### src/rtl/noc_input_fifo.sv
// noc_input_fifo: per-port router input buffer.
// RTS/CTS one-flit handshake in, FWFT circular buffer out.
module noc_input_fifo #(
    parameter int DATA_WIDTH = 32,
    parameter int DEPTH_LOG2 = 2
) (
    input  logic                  clk,
    input  logic                  rst,
    input  logic                  DRTS,
    input  logic [DATA_WIDTH-1:0] RX,
    input  logic                  read_en_N,
    input  logic                  read_en_E,
    input  logic                  read_en_W,
    input  logic                  read_en_S,
    input  logic                  read_en_L,
    output logic                  CTS,
    output logic [DATA_WIDTH-1:0] Data_out,
    output logic                  empty,
    output logic                  full,
    output logic [DEPTH_LOG2:0]   count
);

    localparam int DEPTH = 1 << DEPTH_LOG2;
    localparam logic [DEPTH_LOG2:0]   FULL_CNT = {1'b1, {DEPTH_LOG2{1'b0}}};
    localparam logic [DEPTH_LOG2:0]   CNT_ONE  = {{DEPTH_LOG2{1'b0}}, 1'b1};
    localparam logic [DEPTH_LOG2-1:0] PTR_ONE  = {{(DEPTH_LOG2-1){1'b0}}, 1'b1};

    typedef enum logic {
        WAIT   = 1'b0,
        ACCEPT = 1'b1
    } cts_state_t;

    cts_state_t state_q, state_d;

    logic [DATA_WIDTH-1:0] mem_q [DEPTH];
    logic [DEPTH_LOG2-1:0] rd_ptr_q, rd_ptr_d;
    logic [DEPTH_LOG2-1:0] wr_ptr_q, wr_ptr_d;
    logic [DEPTH_LOG2:0]   count_q, count_d;
    logic                  write_en;
    logic                  read_en;
    logic                  empty_w;
    logic                  full_w;

    assign empty_w = (count_q == '0);
    assign full_w  = (count_q == FULL_CNT);

    // Handshake state register (this is the CTS flop).
    always_ff @(posedge clk or posedge rst) begin
        if (rst) begin
            state_q <= WAIT;
        end else begin
            state_q <= state_d;
        end
    end

    // Next handshake state: grant one flit when there is room, then drop.
    always_comb begin
        state_d = WAIT;
        unique case (state_q)
            WAIT:    state_d = (DRTS && !full_w) ? ACCEPT : WAIT;
            ACCEPT:  state_d = WAIT;
            default: state_d = WAIT;
        endcase
    end

    // Handshake output: CTS is taken straight from the state flop.
    always_comb begin
        CTS = (state_q == ACCEPT);
    end

    assign write_en = DRTS & (state_q == ACCEPT);
    assign read_en  = (read_en_N | read_en_E | read_en_W |
                       read_en_S | read_en_L) & ~empty_w;

    // Next pointers and occupancy; simultaneous push/pop keeps count.
    always_comb begin
        rd_ptr_d = rd_ptr_q;
        wr_ptr_d = wr_ptr_q;
        count_d  = count_q;
        if (write_en) begin
            wr_ptr_d = wr_ptr_q + PTR_ONE;
        end
        if (read_en) begin
            rd_ptr_d = rd_ptr_q + PTR_ONE;
        end
        if (write_en && !read_en) begin
            count_d = count_q + CNT_ONE;
        end else if (read_en && !write_en) begin
            count_d = count_q - CNT_ONE;
        end
    end

    // Pointer and occupancy registers.
    always_ff @(posedge clk or posedge rst) begin
        if (rst) begin
            rd_ptr_q <= '0;
            wr_ptr_q <= '0;
            count_q  <= '0;
        end else begin
            rd_ptr_q <= rd_ptr_d;
            wr_ptr_q <= wr_ptr_d;
            count_q  <= count_d;
        end
    end

    // Flit storage; cleared on reset so the head reads zero.
    always_ff @(posedge clk or posedge rst) begin
        if (rst) begin
            for (int i = 0; i < DEPTH; i++) begin
                mem_q[i] <= '0;
            end
        end else if (write_en) begin
            mem_q[wr_ptr_q] <= RX;
        end
    end

    // Registered-only status and head flit (first-word-fall-through).
    always_comb begin
        Data_out = mem_q[rd_ptr_q];
        empty    = empty_w;
        full     = full_w;
        count    = count_q;
    end

endmodule

### config.mk
export PLATFORM = sky130hd
export DESIGN_NAME = noc_input_fifo
export DESIGN_NICKNAME = d
export VERILOG_FILES = /design/src/rtl/noc_input_fifo.sv
export SDC_FILE = /design/constraint.sdc
export NUM_CORES = 1
export LEC_CHECK = 0
export CAP_MARGIN = 20
export CORE_ASPECT_RATIO = 1.2
export CORE_MARGIN = 3
export CORE_UTILIZATION = 60
export DETAILED_ROUTE_END_ITERATION = 10
export PLACE_DENSITY = 0.93
export SETUP_SLACK_MARGIN = 0.2
export SLEW_MARGIN = 20
export SYNTH_ARGS = -nofsm -noshare
export SYNTH_HDL_FRONTEND = slang
export SYNTH_SLANG_ARGS = --single-unit
### constraint.sdc
create_clock -name clk -period 9.2 [get_ports clk]
set_clock_uncertainty 0.05 [all_clocks]
set_input_delay 1.84 -clock clk [delete_from_list [all_inputs] [get_ports clk]]
set_output_delay 1.84 -clock clk [all_outputs]
set_load 0.1 [all_outputs]
==> results.md <==
- Setup TNS Final: 0 ns
- Slowest cell delay on critical path: 0.99 ns
- Most frequent cell after synthesis: dfrtp_1
- Crit path buf inv count: 2
- Max frequency: 196 MHz
- Max-cap viol count: 0
- Xor and xnor area share after synthesis: 0.00790
- Setup Crit Path Kind: reg -> out
- Post-Syn Instances: 350
- Data required, critical path: 7.31 ns
- Synth Area in Compound Gates: 0.00301
- Worst-path clk slew: 0.06 ns
- Fin. Hold Viols: 0
- Seq. cell area: 3400 µm²
- Vias per cell: 5.90
- Post-CTS Resized: 0
- Row count: 41
- Register area share after synthesis: 0.512
- GR Overflow Total: 0
- Starting Density: 0.623
- Nets@finish: 474
- CTS Buffer Depth: 2
- Core area: 10700 µm²
- Worst-path cell chain: buf_4 -> mux4_2 -> clkdlybuf4s50_1
- Top cell type by total area after synthesis: dfrtp_1
- Setup crit start: rd_ptr_q[0]$_DFFE_PP0P_
- Largest net degree at the start of global routing: 70
- Die H: 121 µm
- Gr usage total: 0.226
- Via Count: 3351
- Net Count, Synth: 396
- First DRT Iteration DRCs: 116
- Status: finished clean
- Final Cell Area: 7880 µm²
- RSZ-0062 raised after global routing: false
- Slew headroom: 0.324
- Routed WL per cell: 22.5 µm
- CP Capture Point: Data_out[10]
- Post-synth EDFFs: 0
- Ports: 78
- Post-synthesis mux area share: 0.395
- Synth area leaders: dfrtp_1, mux2_4, mux4_2
- Reg-to-reg endpoint: count[2]$_DFFE_PP0P_
- H-tree levels: 4
- Post-CTS Setup Bufs: 0
- DIE AREA: 12400 µm²
- Ys Warns: 0
- Root Buffer: clkbuf_16
- Post-Synthesis Cell Area: 6650 µm²
- Asr flop ratio synth: 1.00
- DRC: 0
- Util after Layout: 0.739
- Hold_buf cts: 0
- Layout fillers: 635
- CP startpoint kind: flop
- Clock sink count: 136
- Synth Register Bits: 136
- Final ANT Viol Nets: 0
- Wirelength, routed: 12800 µm
- Drt pass-1 iters: 4
- Die X: 102 µm
- Largest family of logic cells by synthesized area: multiplexers
- R2R cell count: 8
- Synth unique cells: 22
- Critical Path End Type: output port
- Part of the cycle the worst path needs: 0.554
- Adder-cell share of the synthesized area: 0.0124
- Post-synth top flop: dfrtp_1
- Fin. max-slew vios: 0
- Top delay family on crit path: buffers and inverters
- Initial antenna violation count: 0
- Post-synth top cells: dfrtp_1, mux2_4, mux4_2, buf_12, mux2_2
- Post-DP HPWL: 7730 µm
- R2r setup slk: 7.05 ns
- Ratio of cells with drive above 1 in the final layout: 0.458
- Buffers on Ports: 77
- CTS buffer count: 17
- Synth-to-layout area growth: 18.6%
- GPL Wtd Cong: 0.715
- Clock period minus worst slack: 5.10 ns
- Critical R2R Launch: count[0]$_DFFE_PP0P_
- TritonCTS clock tree: yes
- Hold Crit Start: CTS$_DFF_PP0_
- Vias in the first global route: 3788
- Hold/Removal Path Class: reg -> reg
- DP Area: 7280 µm²
- Least-Margin Pin Slew: 1.01 ns
- Critical path depth: 3
- Clock Latency Late Sink: 0.41 ns
- Simple-Gate Fraction of Synth Area: 0.0188
- CP max stage cell: clkdlybuf4s50_1
- Antenna cell count: 0
- Critical Path AT: 3.21 ns
- Crit path max fanout: 18
- Multi-input gate area: 2900 µm²
- Top cell type's share of synthesized area: 0.512
- Average cell area after synthesis: 19.0 µm²
- # setup viols final: 0
- Global-route wire length before repair: 20900 µm
==> placed cells by master, fill, tap and decap left out, drive strengths merged <==
cell,Yosys,final
xnor2,3,3
a211oi,1,1
inv,5,7
bufinv,0,3
clkinvlp,0,2
fa,1,1
clkdlybuf4s50,0,77
o21ai,1,1
clkinv,0,4
and2,1,1
dfrtp,136,136
xor2,3,3
nand2,5,5
nor2,2,2
mux4,32,32
clkbuf,1,19
nor3b,2,2
mux2,129,129
ha,5,5
nor3,2,2
a21o,1,1
buf,20,3
==> stage by stage <==
| stage | std cells | hold WS, ns | setup WS (ns) |
|---|---|---|---|
| 2_1_floorplan | 350 | 0.424 | 3.67 |
| 3_3_place_gp | 538 | 0.396 | 4.54 |
| 3_5_place_dp | 538 | 0.415 | 4.53 |
| 4_1_cts | 568 | 0.428 | 4.04 |
| 5_1_grt | 568 | 0.455 | 3.95 |
| 6_report | 568 | 0.422 | 4.10 |
==> metal layers <==
metal,global-route usage,part of all wire,vias to the layer above
met4,0.0771,0.021,0
met3,0.0564,0.041,24
li1,-,-,1444
met5,0,0,-
met1,0.295,0.42,1795
met2,0.368,0.52,88
==> layout make-up <==
class	count	area share
Sequential cell	136	0.432
Multi-Input combinational cell	188	0.368
Timing Repair Buffer	80	0.101
Clock buffer	19	0.0575
Tap cell	129	0.0205
Clock inverter	11	0.0186
Inverter	5	0.00270
==> flip-flops by register name, summed over array words and instances (netlist names) <==
| register | flops |
|---|---|
| count | 3 |
| rd_ptr_q | 2 |
| CTS | 1 |
| mem_q | 128 |
| wr_ptr_q | 2 |
==> worst min path at each step <==
stage | end | depth (start not counted)
after floorplan | mem_q[62]$_DFFE_PP0P_ | 1
after CTS | CTS$_DFF_PP0_ | 1
after detailed placement | CTS$_DFF_PP0_ | 1
final | CTS$_DFF_PP0_ | 1
after global placement | CTS$_DFF_PP0_ | 1
after global routing | CTS$_DFF_PP0_ | 1
==> kinds of logic (layout without fill, tap and decap cells) <==
group	after synthesis	after routing
AOI/OAI and AO/OA	3	3
xor gates and xnor gates	6	6
adders and majority gates	6	6
buffers and inverters	26	115
DFF	136	136
muxes	161	161
and+or+nand+nor	12	12
Power is not shown: default switching activity piles up to over one toggle a cycle in this logic, so the estimate is an artifact.
